<file path="config.mk">
export PLATFORM = sky130hd
export DESIGN_NAME = datapath
export DESIGN_NICKNAME = d
export VERILOG_FILES = /design/src/rtl/datapath.sv
export SDC_FILE = /design/constraint.sdc
export NUM_CORES = 1
export LEC_CHECK = 0
export BUFFER_PORTS_ARGS = -buffer_cell sky130_fd_sc_hd__buf_4
export CAP_MARGIN = 40
export CORE_MARGIN = 3
export CORE_UTILIZATION = 38
export CTS_CLUSTER_DIAMETER = 200
export DETAILED_ROUTE_END_ITERATION = 10
export GPL_ROUTABILITY_DRIVEN = 1
export PLACE_DENSITY = 0.55
export SYNTH_ARGS = -nofsm -noshare
export SYNTH_HDL_FRONTEND = slang
export SYNTH_SLANG_ARGS = --single-unit
</file>
<file path="constraint.sdc">
create_clock -name clk -period 6.8 [get_ports clk]
set_input_delay 1.36 -clock clk [delete_from_list [all_inputs] [get_ports clk]]
set_output_delay 1.36 -clock clk [all_outputs]
set_load 0.005 [all_outputs]
</file>
<file path="src/rtl/datapath.sv">
// rtl/datapath.sv - accumulator datapath with IR, PC, 16-entry register file, ALU and Z/C flags
//
// Ports:
//   clk       rising-edge system clock
//   CLB       synchronous active-low clear of all state
//   LoadIR    capture instr_in into IR
//   IncPC     increment PC (lower priority than LoadPC)
//   SelPC     PC load source: 1 = R[r], 0 = imm
//   LoadPC    load PC from the source chosen by SelPC
//   LoadReg   write pre-edge Acc into R[r]
//   LoadAcc   load Acc from the source chosen by SelAcc
//   SelAcc    Acc source: 00 ALU, 01 R[r], 10 imm, 11 hold
//   SelALU    [3:2] op: 00 pass, 01 NOR, 10 ADD, 11 SUB; [1:0] shift: 01 SHL1, 11 SHR1, else none
//   instr_in  12-bit instruction word from program memory
//   PC        program counter / program memory address
//   Opcode    IR[11:8]
//   Z, C      registered zero and carry/borrow flags
//   Acc       accumulator

module datapath (
    input  logic        clk,
    input  logic        CLB,
    input  logic        LoadIR,
    input  logic        IncPC,
    input  logic        SelPC,
    input  logic        LoadPC,
    input  logic        LoadReg,
    input  logic        LoadAcc,
    input  logic [1:0]  SelAcc,
    input  logic [3:0]  SelALU,
    input  logic [11:0] instr_in,
    output logic [7:0]  PC,
    output logic [3:0]  Opcode,
    output logic        Z,
    output logic        C,
    output logic [7:0]  Acc
);

    localparam logic [1:0] ACC_ALU  = 2'b00;
    localparam logic [1:0] ACC_REG  = 2'b01;
    localparam logic [1:0] ACC_IMM  = 2'b10;

    localparam logic [1:0] OP_PASS  = 2'b00;
    localparam logic [1:0] OP_NOR   = 2'b01;
    localparam logic [1:0] OP_ADD   = 2'b10;

    localparam logic [1:0] SH_LEFT  = 2'b01;
    localparam logic [1:0] SH_RIGHT = 2'b11;

    logic [11:0] ir;
    logic [7:0]  regs [16];

    logic [3:0]  r;
    logic [7:0]  imm;
    logic [7:0]  r_val;

    logic [8:0]  sum;
    logic [7:0]  op_res;
    logic        op_c;
    logic [7:0]  alu_res;
    logic        alu_c;

    // The register index and the immediate overlap in IR[3:0]; every
    // same-cycle operation sees the IR as it was before this edge.
    assign r      = ir[3:0];
    assign imm    = ir[7:0];
    assign r_val  = regs[r];
    assign Opcode = ir[11:8];

    assign sum = {1'b0, Acc} + {1'b0, r_val};

    always_comb begin
        op_res = Acc;
        op_c   = 1'b0;
        case (SelALU[3:2])
            OP_PASS: begin
                op_res = Acc;
                op_c   = 1'b0;
            end
            OP_NOR: begin
                op_res = ~(Acc | r_val);
                op_c   = 1'b0;
            end
            OP_ADD: begin
                op_res = sum[7:0];
                op_c   = sum[8];
            end
            default: begin
                op_res = Acc - r_val;
                op_c   = (Acc < r_val);
            end
        endcase
    end

    // A shift replaces the operation's carry with the bit shifted out.
    always_comb begin
        alu_res = op_res;
        alu_c   = op_c;
        case (SelALU[1:0])
            SH_LEFT: begin
                alu_res = {op_res[6:0], 1'b0};
                alu_c   = op_res[7];
            end
            SH_RIGHT: begin
                alu_res = {1'b0, op_res[7:1]};
                alu_c   = op_res[0];
            end
            default: begin
                alu_res = op_res;
                alu_c   = op_c;
            end
        endcase
    end

    always_ff @(posedge clk) begin
        if (!CLB) begin
            ir  <= '0;
            PC  <= '0;
            Acc <= '0;
            Z   <= 1'b0;
            C   <= 1'b0;
            for (int i = 0; i < 16; i++) begin
                regs[i] <= '0;
            end
        end else begin
            if (LoadIR) begin
                ir <= instr_in;
            end

            // Non-blocking write of the old Acc lets a register store and
            // an Acc load share one cycle.
            if (LoadReg) begin
                regs[r] <= Acc;
            end

            if (LoadAcc) begin
                case (SelAcc)
                    ACC_ALU: begin
                        Acc <= alu_res;
                        Z   <= (alu_res == 8'h00);
                        C   <= alu_c;
                    end
                    ACC_REG: Acc <= r_val;
                    ACC_IMM: Acc <= imm;
                    default: Acc <= Acc;
                endcase
            end

            if (LoadPC) begin
                PC <= SelPC ? r_val : imm;
            end else if (IncPC) begin
                PC <= PC + 8'd1;
            end
        end
    end

endmodule
</file>
==> flow_metrics.tcl <==
set metrics [dict create \
    hold_depth 2 \
    vias 6301 \
    cts.sinks 162 \
    synthCells 747 \
    relSlewSlack 0.4376 \
    hpwlAfterDp_um 15750 \
    antenna_found_initial 0 \
    insertion_delay_ps 440 \
    cp-end-kind "register" \
    cts-hold-fix-buffers 0 \
    grt_overflow 0 \
    fin_crit_ps 4670 \
    synth_area_per_cell_um2 11.73 \
    yosys.area.top_type "edfxtp_1" \
    die_w_um 157.9 \
    wirelength_um 23600 \
    cts_buffers 17 \
    ys_types 63 \
    outcome "complete, no violations" \
    dieHeight_um 157.9 \
    switching_share 0.2807 \
    drv_cap 0 \
    finalSetupTns_ps 0 \
    synth_ff_type "edfxtp_1" \
    synth_top_area_share 0.4386 \
    ios 48 \
    min_to "Z$_SDFFE_PN0P_" \
    drcViolationCount 0 \
    fin_worst_skew_ps 7.005 \
    post-route-util 0.4495 \
    switchingPower_mw 0.7153 \
    grt_usage 0.1935 \
    row_count 54 \
    hp-class "register to register" \
    cp_max_fo 32 \
    grt_pass1_wl_um 36320 \
    cts_resized 0 \
    setup_viol 0 \
    fin_cells 1056 \
    worstSetupStartpointType "register" \
    postRouteAntennaNets 0 \
    io_buffers 47 \
    power.density_mw_per_mm2 255.0 \
    drtPass1Iterations 6 \
    via_per_inst 5.967 \
    yosys-top-cells-count "128 x edfxtp_1, 98 x nor3_1, 56 x clkbuf_1" \
    h-tree-depth 4 \
    total_power_mw 2.548 \
    whs_ps 490.6 \
    max_freq_mhz 214.1 \
    ys_async_sr_fraction 0 \
    floorplan.initialDensity 0.3942 \
    tightest_slew_ps 834.8 \
    yosysWarnings 0 \
    cts_root_buf "clkbuf_16" \
    ys_ff_latch 162 \
    rsz0062_at_grt "false" \
    r2r_end "Z$_SDFFE_PN0P_" \
    synth_nets 804 \
    postCtsSetupRepairBufs 0 \
    ir_drop_mv 0.1235 \
    min-delay-start "Z$_SDFFE_PN0P_" \
    p_seq_frac 0.447 \
    synth-seq-area-share 0.5163 \
    r2r_slack_ps 2130 \
    yosys-top-cells-area "edfxtp_1 44%, mux4_2 11%, dfxtp_1 7.8%, nor3_1 5.6%, ha_1 4.1%" \
    p_leak_nw 3.619 \
    grt_max_degree 52 \
    place.gp.congestion 0.8943 \
    pwr-share-comb 0.171 \
    fin_crit_sh 0.6868 \
    synth_edf_count 128 \
    syn_to_final_growth_pct 14.02 \
    synth_most_common_cell "edfxtp_1" \
    cts_tree "yes" \
    p_clk_frac 0.382 \
    path_class "register to register" \
    finalHoldViolCount 0 \
    place_inst 1024 \
    clockBufferDepth 2 \
    rr_worst_depth 13 \
    core_area_mm2 0.02223 \
    worstPathArrival_ps 5030 \
    p_int_mw 1.833 \
    clk_pin_slew_ps 70 \
    dieArea_mm2 0.02492 \
    diodes 0 \
    fin_nets 820 \
    drtIter0Drc 585 \
    netlist_area_mm2 0.008763 \
    cp_data_required_time_ps 7160 \
    grt_pass1_vias 6137 \
    wl_per_cell_um 22.35 \
    drive_above_1_share 0.2075 \
    drv_slew 0 \
]
-- sequential cells by signal, indices dropped and copies added (netlist names), named ones only --
name / flops
C: 1
Z: 1
Acc: 8
ir: 12
regs: 128
PC: 8
-- area by class of cell --
cell class              count  area [µm²]
flip-flops and latches    162        4527
multi-input cells         479        3815
repair buffers             77       608.1
fillers                  2030       12240
clock buffers              17       425.4
clock inverters            15       168.9
inverters                  26       97.59
well taps                 280       350.3
-- power groups by stage --
stage	sequential, mW	clock, mW	combinational [mW]
global placement	1.16	0	0.420
floorplan	1.15	0	0.299
global route	1.14	1.04	0.476
finish	1.14	0.974	0.436
detailed placement	1.16	0	0.435
CTS	1.14	0.991	0.436
-- layout by cell type (no fill, tap or decap), types with 4 or more instances in the layout --
master     synthesis  final
nor3_1            98     98
nand2b_1           8      8
inv_6              0      5
nand2_1           32     32
nor2_1            29     29
a31oi_1            5      5
nor4_1            32     32
inv_1             16     16
a22oi_1            4      4
nand3_1           18     18
o31ai_1            7      7
a21oi_1           17     17
clkbuf_16          0     17
a211oi_1           8      8
a21o_1             5      5
xnor2_1            5      5
ha_1              29     29
clkinv_1           8      9
mux2i_1           23     23
buf_4              5     74
edfxtp_1         128    128
o211a_1            9      9
nor2b_1           15     15
o21ai_0           17     17
o21ai_1           12     12
dfxtp_1           34     32
o22ai_1            6      6
mux4_2            42     42
-- layer usage --
| metal | global-route usage | share of wire | wire length (µm) | vias to the layer above |
|---|---|---|---|---|
| met3 | 0.04155 | 0.069 | 1621 | 31 |
| met1 | 0.2602 | 0.43 | 10170 | 3124 |
| met2 | 0.3198 | 0.49 | 11450 | 233 |
| met4 | 0.05165 | 0.015 | 362 | 0 |
| met5 | 0 | 0 | 0 | - |
| li1 | - | - | - | 2913 |
-- stage by stage --
step	setup WS, ps	cell area [µm²]
floorplan	2633	8763
global placement	2125	9345
detailed placement	2120	9398
CTS	2106	9992
global route	1836	9992
finish	2130	9992
-- critical path, stage by stage (launching register included) --
cell and delay [ps]:
dfxtp_2 310, buf_4 520, mux4_2 590, mux4_2 550, ha_1 250, fa_1 390
or2_1 250, a211oi_1 370, o21a_1 220, o22ai_1 110, a221oi_2 400, nor4b_1 300
a211oi_1 100, o31ai_2 220
-- worst max-delay path by stage --
stage / start / to / slack (ps) / cells after the start
global placement: register / Z$_SDFFE_PN0P_ / 2130 / 13
floorplan: register / Z$_SDFFE_PN0P_ / 2630 / 14
CTS: register / Z$_SDFFE_PN0P_ / 2110 / 13
detailed placement: register / Z$_SDFFE_PN0P_ / 2120 / 13
global route: register / Z$_SDFFE_PN0P_ / 1840 / 13
finish: register / Z$_SDFFE_PN0P_ / 2130 / 13
-- cells by family after synthesis --
logic type      after synthesis  synth area share
simple gates                250            0.1458
flops                       162            0.5163
compound gates              124            0.1001
buf+inv                     106           0.04840
mux                          66            0.1355
fa+ha+maj                    31           0.04597
xor+xnor                      8          0.007996
(Power assumes the default switching activity.)
